<file path="src/rtl/ibf_diff_scanner.sv">
// ibf_diff_scanner
// Streams two programmed IBFs cell by cell, stores their difference IBF
// (key XOR, sig XOR, count A-B) in an internal RAM, then scans it for pure
// cells. Every +1/-1 cell has its key checked against the external signature
// unit. Verified pure cells are handed to the peeling decoder, tagged with the
// side they came from (0: A only, 1: B only).
//
// Handshakes: a transfer on a valid/ready pair happens on the rising clk edge
// where both are 1. A producer never drops valid and never changes its payload
// while valid is high and ready is low. This holds for in_valid/in_ready
// (the bench is the producer) and for pure_valid/pure_ready (the block is the
// producer). chk_req/chk_done are single-cycle pulses rather than a handshake.
// chk_key is held from chk_req until chk_done.
module ibf_diff_scanner #(
   parameter int KEY_W    = 32,
   parameter int SIG_W    = 8,
   parameter int CNT_W    = 8,
   parameter int IBF_SIZE = 64,
   parameter int IDX_W    = 6
) (
   input  logic                          clk,
   input  logic                          reset,
   input  logic                          Start,
   input  logic                          in_valid,
   output logic                          in_ready,
   input  logic [KEY_W+SIG_W+CNT_W-1:0]  cell_a,
   input  logic [KEY_W+SIG_W+CNT_W-1:0]  cell_b,
   output logic                          chk_req,
   output logic [KEY_W-1:0]              chk_key,
   input  logic                          chk_done,
   input  logic [SIG_W-1:0]              chk_sig,
   output logic                          pure_valid,
   input  logic                          pure_ready,
   output logic [KEY_W-1:0]              pure_key,
   output logic [IDX_W-1:0]              pure_index,
   output logic                          pure_side,
   output logic [IDX_W:0]                nonzero_cnt,
   output logic [IDX_W:0]                pure_cnt,
   output logic                          Done,
   output logic                          empty,
   output logic [2:0]                    dbg_state
);

   localparam int CELL_W = KEY_W + SIG_W + CNT_W;
   localparam logic [IDX_W-1:0] LAST_IDX  = IDX_W'(IBF_SIZE - 1);
   localparam logic [CNT_W-1:0] CNT_PLUS  = CNT_W'(1);
   localparam logic [CNT_W-1:0] CNT_MINUS = {CNT_W{1'b1}};

   typedef enum logic [2:0] {
      S_IDLE      = 3'd0,
      S_LOAD      = 3'd1,
      S_SCAN_RD   = 3'd2,
      S_SCAN_EVAL = 3'd3,
      S_CHK_REQ   = 3'd4,
      S_CHK_WAIT  = 3'd5,
      S_EMIT      = 3'd6,
      S_DONE      = 3'd7
   } state_t;

   state_t state;
   state_t next_state;

   // Field views of the incoming cell pair
   logic [KEY_W-1:0] a_key, b_key;
   logic [SIG_W-1:0] a_sig, b_sig;
   logic [CNT_W-1:0] a_cnt, b_cnt;
   logic [CELL_W-1:0] diff_cell;
   logic              diff_nz;

   // Difference IBF storage and its registered read port
   logic [CELL_W-1:0] ram [IBF_SIZE];
   logic [CELL_W-1:0] rd_data;
   logic [KEY_W-1:0]  rd_key;
   logic [SIG_W-1:0]  rd_sig;
   logic [CNT_W-1:0]  rd_cnt;

   // Pass bookkeeping
   logic [IDX_W-1:0] load_idx;
   logic [IDX_W-1:0] scan_idx;

   // Control strobes from the FSM to the datapath
   logic clear_pass;
   logic load_fire;
   logic scan_advance;
   logic pure_fire;
   logic is_candidate;

   assign a_key = cell_a[CELL_W-1 -: KEY_W];
   assign b_key = cell_b[CELL_W-1 -: KEY_W];
   assign a_sig = cell_a[CNT_W +: SIG_W];
   assign b_sig = cell_b[CNT_W +: SIG_W];
   assign a_cnt = cell_a[CNT_W-1:0];
   assign b_cnt = cell_b[CNT_W-1:0];

   // Count subtraction wraps modulo 2^CNT_W, giving the two's complement difference
   assign diff_cell = {a_key ^ b_key, a_sig ^ b_sig, a_cnt - b_cnt};
   assign diff_nz   = (diff_cell != '0);

   assign rd_key = rd_data[CELL_W-1 -: KEY_W];
   assign rd_sig = rd_data[CNT_W +: SIG_W];
   assign rd_cnt = rd_data[CNT_W-1:0];

   // Only +1 / -1 cells can be pure; count 0 with leftover key/sig never is
   assign is_candidate = (rd_cnt == CNT_PLUS) || (rd_cnt == CNT_MINUS);

   // State register
   always_ff @(posedge clk) begin
      if (reset) begin
         state <= S_IDLE;
      end else begin
         state <= next_state;
      end
   end

   // Next-state and control decode
   always_comb begin
      next_state   = state;
      in_ready     = 1'b0;
      chk_req      = 1'b0;
      pure_valid   = 1'b0;
      Done         = 1'b0;
      clear_pass   = 1'b0;
      load_fire    = 1'b0;
      scan_advance = 1'b0;
      pure_fire    = 1'b0;

      case (state)
         S_IDLE: begin
            if (Start) begin
               clear_pass = 1'b1;
               next_state = S_LOAD;
            end
         end
         S_LOAD: begin
            in_ready = 1'b1;
            if (in_valid) begin
               load_fire = 1'b1;
               if (load_idx == LAST_IDX) begin
                  next_state = S_SCAN_RD;
               end
            end
         end
         S_SCAN_RD: begin
            next_state = S_SCAN_EVAL;
         end
         S_SCAN_EVAL: begin
            if (is_candidate) begin
               next_state = S_CHK_REQ;
            end else begin
               scan_advance = 1'b1;
            end
         end
         S_CHK_REQ: begin
            chk_req    = 1'b1;
            next_state = S_CHK_WAIT;
         end
         S_CHK_WAIT: begin
            if (chk_done) begin
               if (chk_sig == rd_sig) begin
                  next_state = S_EMIT;
               end else begin
                  scan_advance = 1'b1;
               end
            end
         end
         S_EMIT: begin
            pure_valid = 1'b1;
            if (pure_ready) begin
               pure_fire    = 1'b1;
               scan_advance = 1'b1;
            end
         end
         S_DONE: begin
            Done = 1'b1;
            if (Start) begin
               clear_pass = 1'b1;
               next_state = S_LOAD;
            end
         end
         default: begin
            next_state = S_IDLE;
         end
      endcase

      // Moving past a cell either scans the next one or ends the pass
      if (scan_advance) begin
         next_state = (scan_idx == LAST_IDX) ? S_DONE : S_SCAN_RD;
      end
   end

   // Load/scan indices and the two pass counters
   always_ff @(posedge clk) begin
      if (reset) begin
         load_idx    <= '0;
         scan_idx    <= '0;
         nonzero_cnt <= '0;
         pure_cnt    <= '0;
      end else begin
         if (clear_pass) begin
            load_idx    <= '0;
            scan_idx    <= '0;
            nonzero_cnt <= '0;
            pure_cnt    <= '0;
         end
         if (load_fire) begin
            load_idx    <= load_idx + IDX_W'(1);
            nonzero_cnt <= nonzero_cnt + (IDX_W+1)'(diff_nz);
         end
         // scan_idx parks on the last cell so pure_index stays meaningful in DONE
         if (scan_advance && (scan_idx != LAST_IDX)) begin
            scan_idx <= scan_idx + IDX_W'(1);
         end
         if (pure_fire) begin
            pure_cnt <= pure_cnt + (IDX_W+1)'(1);
         end
      end
   end

   // Difference RAM write port; contents are fully rewritten every load
   always_ff @(posedge clk) begin
      if (load_fire) begin
         ram[load_idx] <= diff_cell;
      end
   end

   // Synchronous read; the word is held through check and emit for this cell
   always_ff @(posedge clk) begin
      if (reset) begin
         rd_data <= '0;
      end else if (state == S_SCAN_RD) begin
         rd_data <= ram[scan_idx];
      end
   end

   assign chk_key    = rd_key;
   assign pure_key   = rd_key;
   assign pure_index = scan_idx;
   assign pure_side  = (rd_cnt == CNT_MINUS);
   assign empty      = (state == S_DONE) && (nonzero_cnt == '0);
   assign dbg_state  = state;

endmodule

</file>
<file path="config.mk">
export PLATFORM = sky130hd
export DESIGN_NAME = ibf_diff_scanner
export DESIGN_NICKNAME = d
export VERILOG_FILES = /design/src/rtl/ibf_diff_scanner.sv
export SDC_FILE = /design/constraint.sdc
export NUM_CORES = 2
export LEC_CHECK = 0
export BUFFER_PORTS_ARGS = -buffer_cell sky130_fd_sc_hd__buf_4
export CAP_MARGIN = 20
export CORE_ASPECT_RATIO = 0.9
export CORE_UTILIZATION = 60
export DETAILED_ROUTE_END_ITERATION = 8
export PLACE_DENSITY = 0.77
export SYNTH_ARGS = -nofsm -noshare
export SYNTH_HDL_FRONTEND = slang
export SYNTH_SLANG_ARGS = --single-unit
</file>
<file path="constraint.sdc">
create_clock -name clk -period 6.5 [get_ports clk]
set_input_delay 0.65 -clock clk [delete_from_list [all_inputs] [get_ports clk]]
set_output_delay 0.65 -clock clk [all_outputs]
set_load 0.01 [all_outputs]
</file>
# Word-level counts from Yosys, hierarchy flattened
# Memories as Yosys holds them, arrays and structs flattened. A register that Yosys moved wholly into a read port is not among the register bits.
# Index checks and enable logic that the tools add are counted.
op_classes:
  eq_ne: 19
  n_reduce_logical: 12
  muxes: 31
  bitwise: 2
  n_addsub: 5
op_table:
  columns: ["op", "count"]
  rows:
  - ["48-bit nonzero test", 1]
  - ["32-bit bitwise XOR", 1]
  - ["3-bit two-way mux", 8]
  - ["7-bit two-way mux", 3]
  - ["6-bit two-way mux", 3]
  - ["3-bit case mux with 6 select lines", 1]
  - ["1-bit two-way mux", 15]
  - ["3-bit inequality test, second input constant", 5]
  - ["6-bit by 1-bit adder with 6-bit output, second input constant", 2]
  - ["3-bit equality test, second input constant", 4]
  - ["6-bit equality test, second input constant", 2]
  - ["8-bit by 1-bit equality test with 1-bit output, second input constant", 1]
  - ["8-bit equality test", 1]
  - ["8-bit equality test, second input constant", 1]
  - ["8-bit subtractor", 1]
  - ["8-bit bitwise XOR", 1]
  - ["7-bit by 1-bit adder with 7-bit output", 1]
  - ["7-bit by 1-bit adder with 7-bit output, second input constant", 1]
  - ["7-bit zero test", 1]
  - ["7-bit AND reduction", 1]
  - ["7-bit nonzero test", 1]
  - ["3-bit by 2-bit equality test with 1-bit output, second input constant", 2]
  - ["6-bit inequality test, second input constant", 1]
  - ["2-bit nonzero test", 3]
  - ["7 further kinds", 8]
totals:
  in_bits: 110
  n_memories: 1
  mem_bits_rw: 3072
  reg_bits: 29
mem_list:
  columns: ["memory", "words", "width", "rd", "rd_ports_with_merged_regs", "write_ports", "line_no", "text"]
  rows:
  - ["ram", 64, 48, 1, 1, 1, "71", "logic [CELL_W-1:0] ram [IBF_SIZE];"]

# Depth between registers and ports, before layout
depth:
  depth_word: 6
  depth_mapped: 17
  depth_no_buf: 17

# Worst setup path before layout
# Ideal clock, no wire load.
synth_timing:
  path_type: "input -> register"
  from: "input port cell_a[0]"
  to: "register nonzero_cnt[6]"
  path_stages: 17
  t_required_ns: 6.435
  t_arrival_ns: 4.706
  slack_ns: 1.729
  n_path_buf: 0
  setup_ns: 0.065
  path_cell_list: "inv_1 ha_1 inv_1 fa_1 xor2_1 nor4_1 nand4_1 or4_1 nor4_1 o21ai_0 ha_1 ha_1 nand3_1 nor2_1 nand3_1 mux2_2 nor2_1"
synth_between:
  elab_chain_cells: 4
synth_lines:
  columns: ["element", "line_no", "text"]
  rows:
  - ["from (decl)", "26", "input logic [KEY_W+SIG_W+CNT_W-1:0] cell_a,"]
  - ["8-bit subtractor", "96", "assign diff_cell = {a_key ^ b_key, a_sig ^ b_sig, a_cnt - b_cnt};"]
  - ["net diff_cell[2]", "67", "logic [CELL_W-1:0] diff_cell;"]
  - ["48-bit nonzero test", "97", "assign diff_nz = (diff_cell != '0);"]
  - ["7-bit by 1-bit adder with 7-bit output", "207", "nonzero_cnt <= nonzero_cnt + (IDX_W+1)'(diff_nz);"]
  - ["7-bit two-way mux", "205", "if (load_fire) begin"]
  - ["to (signal assigned)", "207", null]
  - ["to (decl)", "37", "output logic [IDX_W:0] nonzero_cnt,"]
# The timed path passes the listed nets, and every way through them passes these cells.
# A chain may end at the register's enable or synchronous reset.

# Worst setup path after layout
layout_timing:
  from: "register state[0], in the netlist dbg_state[0]"
  to: "memory ram[54][28] (netlist name) (enable)"
layout_between:
  elab_chain_cells: 4
layout_lines:
  columns: ["element", "line_no", "text"]
  rows:
  - ["from (decl)", "60", "state_t state;"]
  - ["from (signal assigned)", "111", "state <= next_state;"]
  - ["3-bit by 1-bit equality test with 1-bit output", "127", "case (state)"]
  - ["1-bit two-way mux", "127", null]
  - ["1-bit two-way mux", "221", "if (load_fire) begin"]
  - ["1-bit two-way mux (not written as such)", "222", "ram[load_idx] <= diff_cell;"]
  - ["to (decl)", "71", null]
# Every way passes these cells.

==> results summary <==
The internal cell power is 34550 uW. The HPWL after detailed placement is 186.1 mm. The share of the Yosys chip area taken by registers is 77.54%. The critical path in this run is classified as flip-flop to flip-flop.

The hold violation count in the final report came out at 0. The final RePlAce weighted congestion is 0.8743. The maximum net fanout on the critical path is 18. The combinational power share came out at 9.7%. The number of buffers inserted during clock tree synthesis came out at 308. The total setup buffers inserted after CTS came out at 0. The number of pins exceeding their max-slew limit in the final report came to 0. The final setup skew came out at 0.06541 ns. The overall die height came out at 427.9 um. Setup repair after global routing left no endpoint under its margin. The number of vias per cell after detailed routing is 7.310. The initial cell density of the core came out at 60.67%. The DRC violations left came out at 0. The share of the synthesized area in the top cell type came out at 76.27%.

For this block, the routed nets add up to 348.8 mm of wire. By area the synthesized netlist is led by sky130_fd_sc_hd__edfxtp_1, sky130_fd_sc_hd__mux4_2, sky130_fd_sc_hd__mux2i_1, sky130_fd_sc_hd__dfxtp_1, sky130_fd_sc_hd__buf_4. The worst register-to-register path begins at dbg_state[0].

The layout filler cell count came out at 11670. The number of synthesized flops with an enable pin came out at 3072. The number of global-route vias before repair is 63800. The initial antenna violation count is 7. The netlist area before placement is 0.1210 mm^2. The number of instances in the synthesized netlist is 5601. The yosys synthesis warning count came out at 0. The class of the tightest hold or removal check is input pin to flip-flop.

The most critical setup path has its startpoint at dbg_state[0]. For the pin with the worst max-slew slack, the measured transition is 1.439 ns. Setup violations remaining at the end of the flow were counted as 0. The number of hold buffers added after cts is 0. The clock net sink count came out at 3149.

Of the total power, registers draw 51.4%. The share of flip-flops with an asynchronous set or reset came out at 0%. The number of placement rows is 155. The share of the cycle needed by the critical path after routing came out at 69.82%. The clock period could shrink to 4.538 ns. The flip-flop and latch count after synthesis is 3149. Measured on the finished design, the core utilization comes to 68.77%. Summed over all cells, the static leakage comes to 0.04164 uW.

The capture point of the worst reg-to-reg path is ram[54][28]. The overall die area is 0.2034 mm^2. The clock root buffer master is sky130_fd_sc_hd__clkbuf_16. The layout cell share with drive strength beyond 1 came out at 28.05%. The total core area came out at 0.1994 mm^2. After synthesis, the mean cell area works out to 21.59 um^2.

In this run the power spent charging and discharging nets is 10270 uW. The power per standard cell area is 326.9 mW/mm^2. The upper clock frequency limit came out at 0.2203 GHz.

The path depth of the worst reg2reg path is 7. The most used flip-flop cell after synthesis is sky130_fd_sc_hd__edfxtp_1. The switching part of the total came out at 22.92%. Before antenna repair, the detailed router went through 8 iterations. Pin placement for this block handled 203 I/O pins. The number of distinct library cell variants in the gate-level netlist after synthesis is 62. From synthesis to final layout, the design area changed by 13.36%. For hold timing, the worst endpoint is nonzero_cnt[3]. The number of instances resized during post-cts repair came out at 0.

The data arrival time at the worst-slack endpoint came out at 5.07 ns. The sort of element at the end of the critical path is a flip-flop. The clock insertion delay at the later pin of the skew report came out at 0.95 ns. Dividing the detail-routed wire length by the instance count gives 39.29 um.

The clock network fraction of total power came out at 38.9%. The all-layer global routing usage came out at 34.48%. The detailed router finished its first iteration with 11440 violations. The highest ir drop seen on vdd is 0.0002949 V. The port buffer count is 202. sky130_fd_sc_hd__edfxtp_1 takes more of the synthesized area than any other cell.

The run finished with clean final reports. The required time at the worst-slack endpoint came out at 7.03 ns. The die is 475.3 um wide. The number of nets at the end of the flow is 6103. Clock-pin slew was measured on the worst setup and hold paths at 0.06 ns. Setup slack on the worst reg-to-reg path comes out at 1.96 ns. The number of vias in the routed layout came out at 64890. The overflow left after global routing came out at 0. Headroom to the max-slew limit came out at 4.077%. When the netlist entered floorplanning its net count stood at 5724. Max-cap violations in this run came to 0. TritonCTS built the clock tree. The worst hold path passes through 2 cells.

CTS built an H-tree with a depth of 5. The worst setup path is launched from a flip-flop. The clock passes through at most 4 buffers.

The startpoint identified for the worst hold timing path is reset. The largest net degree at the start of global routing is 125. The first global-routing pass estimated 482.7 mm of wire.

The total negative setup slack is 0 ns. In this run the remaining antenna-violating nets after routing total 0.
logic make-up (layout without fill, tap and decap cells):
logic type | Yosys count | after routing | share of synthesized area [%]
muxes | 939 | 939 | 15.15
adders and majority gates | 13 | 13 | 0.1407
other | 0 | 12 | 0
DFF | 3149 | 3149 | 77.54
buffers and inverters | 394 | 990 | 1.807
xor gates and xnor gates | 57 | 57 | 0.4127
AOI/OAI and AO/OA | 548 | 548 | 2.902
and+or+nand+nor | 501 | 501 | 2.048
cell type report:
class,instances,area (um^2),area share (%)
Clock buffer,378,8138,5.935
Clock inverter,149,1438,1.049
Tap cell,2669,3339,2.436
Timing Repair Buffer,450,3906,2.849
Antenna cell,12,30.03,0.02190
Inverter,13,48.80,0.03559
Multi-Input combinational cell,2058,26400,19.26
Sequential cell,3149,93810,68.42
power groups by stage:
stage / combinational (uW) / clock [uW] / sequential, uW
4_1_cts: 4310 / 17400 / 23100
5_1_grt: 4540 / 18200 / 23100
6_report: 4330 / 17400 / 23100
2_1_floorplan: 2920 / 0 / 23400
3_3_place_gp: 4130 / 0 / 23500
3_5_place_dp: 4230 / 0 / 23500
metrics by stage:
stage | area, um^2 | std cells | power [uW] | hold slack (ns) | worst slack (ns)
2_1_floorplan | 121000 | 5601 | 26340 | 0.4917 | 1.729
3_3_place_gp | 127300 | 8329 | 27600 | 0.4940 | 1.027
3_5_place_dp | 127400 | 8335 | 27710 | 0.5022 | 1.595
4_1_cts | 137000 | 8862 | 44800 | 0.05078 | 2.036
5_1_grt | 137100 | 8867 | 45760 | 0.08732 | 1.920
6_report | 137100 | 8878 | 44820 | 0.1036 | 1.962
cells in the mapped netlist (5+ instances only):
cell type                  count
sky130_fd_sc_hd__and2_1        7
sky130_fd_sc_hd__nor3b_1       5
sky130_fd_sc_hd__nor2b_1      31
sky130_fd_sc_hd__mux2i_1     225
sky130_fd_sc_hd__a22o_1        5
sky130_fd_sc_hd__a311oi_1      6
sky130_fd_sc_hd__nor2_1      161
sky130_fd_sc_hd__nand3b_1      6
sky130_fd_sc_hd__or2_2        10
sky130_fd_sc_hd__edfxtp_1   3072
sky130_fd_sc_hd__nand2b_1      9
sky130_fd_sc_hd__and3_1        6
sky130_fd_sc_hd__buf_6        23
sky130_fd_sc_hd__a31oi_1      32
sky130_fd_sc_hd__buf_2        60
sky130_fd_sc_hd__mux4_2      713
sky130_fd_sc_hd__nor3_1       70
sky130_fd_sc_hd__nor4_1       46
sky130_fd_sc_hd__nand3_1      27
sky130_fd_sc_hd__clkbuf_1    148
sky130_fd_sc_hd__o22ai_1     123
sky130_fd_sc_hd__ha_1         12
sky130_fd_sc_hd__buf_4       118
sky130_fd_sc_hd__buf_1        31
sky130_fd_sc_hd__a211oi_1     20
sky130_fd_sc_hd__o21ai_1      16
sky130_fd_sc_hd__dfxtp_1      77
sky130_fd_sc_hd__xor2_1       53
sky130_fd_sc_hd__nand2_1      88
sky130_fd_sc_hd__inv_1        12
sky130_fd_sc_hd__nand4_1      11
sky130_fd_sc_hd__o21ai_0      92
sky130_fd_sc_hd__a21oi_1     115
sky130_fd_sc_hd__a221oi_1     12
sky130_fd_sc_hd__nor4_2       10
sky130_fd_sc_hd__o221ai_1     66
sky130_fd_sc_hd__a22oi_1      34
sequential cells by signal, indices dropped and copies added (netlist names):
signal / cells
dbg_state: 3
ram: 3072
pure_cnt: 7
load_idx: 6
pure_index: 6
nonzero_cnt: 7
rd_data: 48
critical path: stages, from the launching register on:
cell	delay, ns
sky130_fd_sc_hd__dfxtp_1	0.55
sky130_fd_sc_hd__nor3b_1	0.45
sky130_fd_sc_hd__nand2_1	0.10
sky130_fd_sc_hd__buf_4	0.22
sky130_fd_sc_hd__nor2_1	0.35
sky130_fd_sc_hd__nand3_1	0.72
sky130_fd_sc_hd__nor2_4	1.08
sky130_fd_sc_hd__buf_4	0.57
how the worst max path moves through the flow:
stage,endpoint,slack (ns),cells after the start
after floorplan,nonzero_cnt[6],1.73,17
after global placement,nonzero_cnt[6],1.03,14
after detailed placement,nonzero_cnt[6],1.60,18
after CTS,ram[54][28],2.04,7
after global routing,ram[54][28],1.92,7
final,ram[54][28],1.96,7
routing by layer:
layer	vias to the layer above	share of wire [%]	track usage [%]
li1	24250	-	-
met1	33540	34	47.36
met2	6022	45	50.58
met3	1067	15	10.69
met4	16	5.7	16.96
met5	-	0.14	1.256
placed cells by master (no fill, tap or decap), types with 32 or more instances in the layout:
cell                        count
sky130_fd_sc_hd__o22ai_1      123
sky130_fd_sc_hd__clkinv_2      49
sky130_fd_sc_hd__nand2_1       86
sky130_fd_sc_hd__edfxtp_1    3072
sky130_fd_sc_hd__a21oi_1      113
sky130_fd_sc_hd__mux2i_1      225
sky130_fd_sc_hd__clkbuf_1      60
sky130_fd_sc_hd__o21ai_0       92
sky130_fd_sc_hd__buf_12        41
sky130_fd_sc_hd__buf_4        406
sky130_fd_sc_hd__dfxtp_1       73
sky130_fd_sc_hd__mux4_2       713
sky130_fd_sc_hd__xor2_4        41
sky130_fd_sc_hd__a31oi_1       32
sky130_fd_sc_hd__nor4_1        38
sky130_fd_sc_hd__clkbuf_16    314
sky130_fd_sc_hd__nor2_4        67
sky130_fd_sc_hd__o221ai_1      66
sky130_fd_sc_hd__nor2_1        95
sky130_fd_sc_hd__a22oi_1       34
sky130_fd_sc_hd__clkinv_1      56
sky130_fd_sc_hd__nor3_1        70
Power figures use the tool's default switching activity.
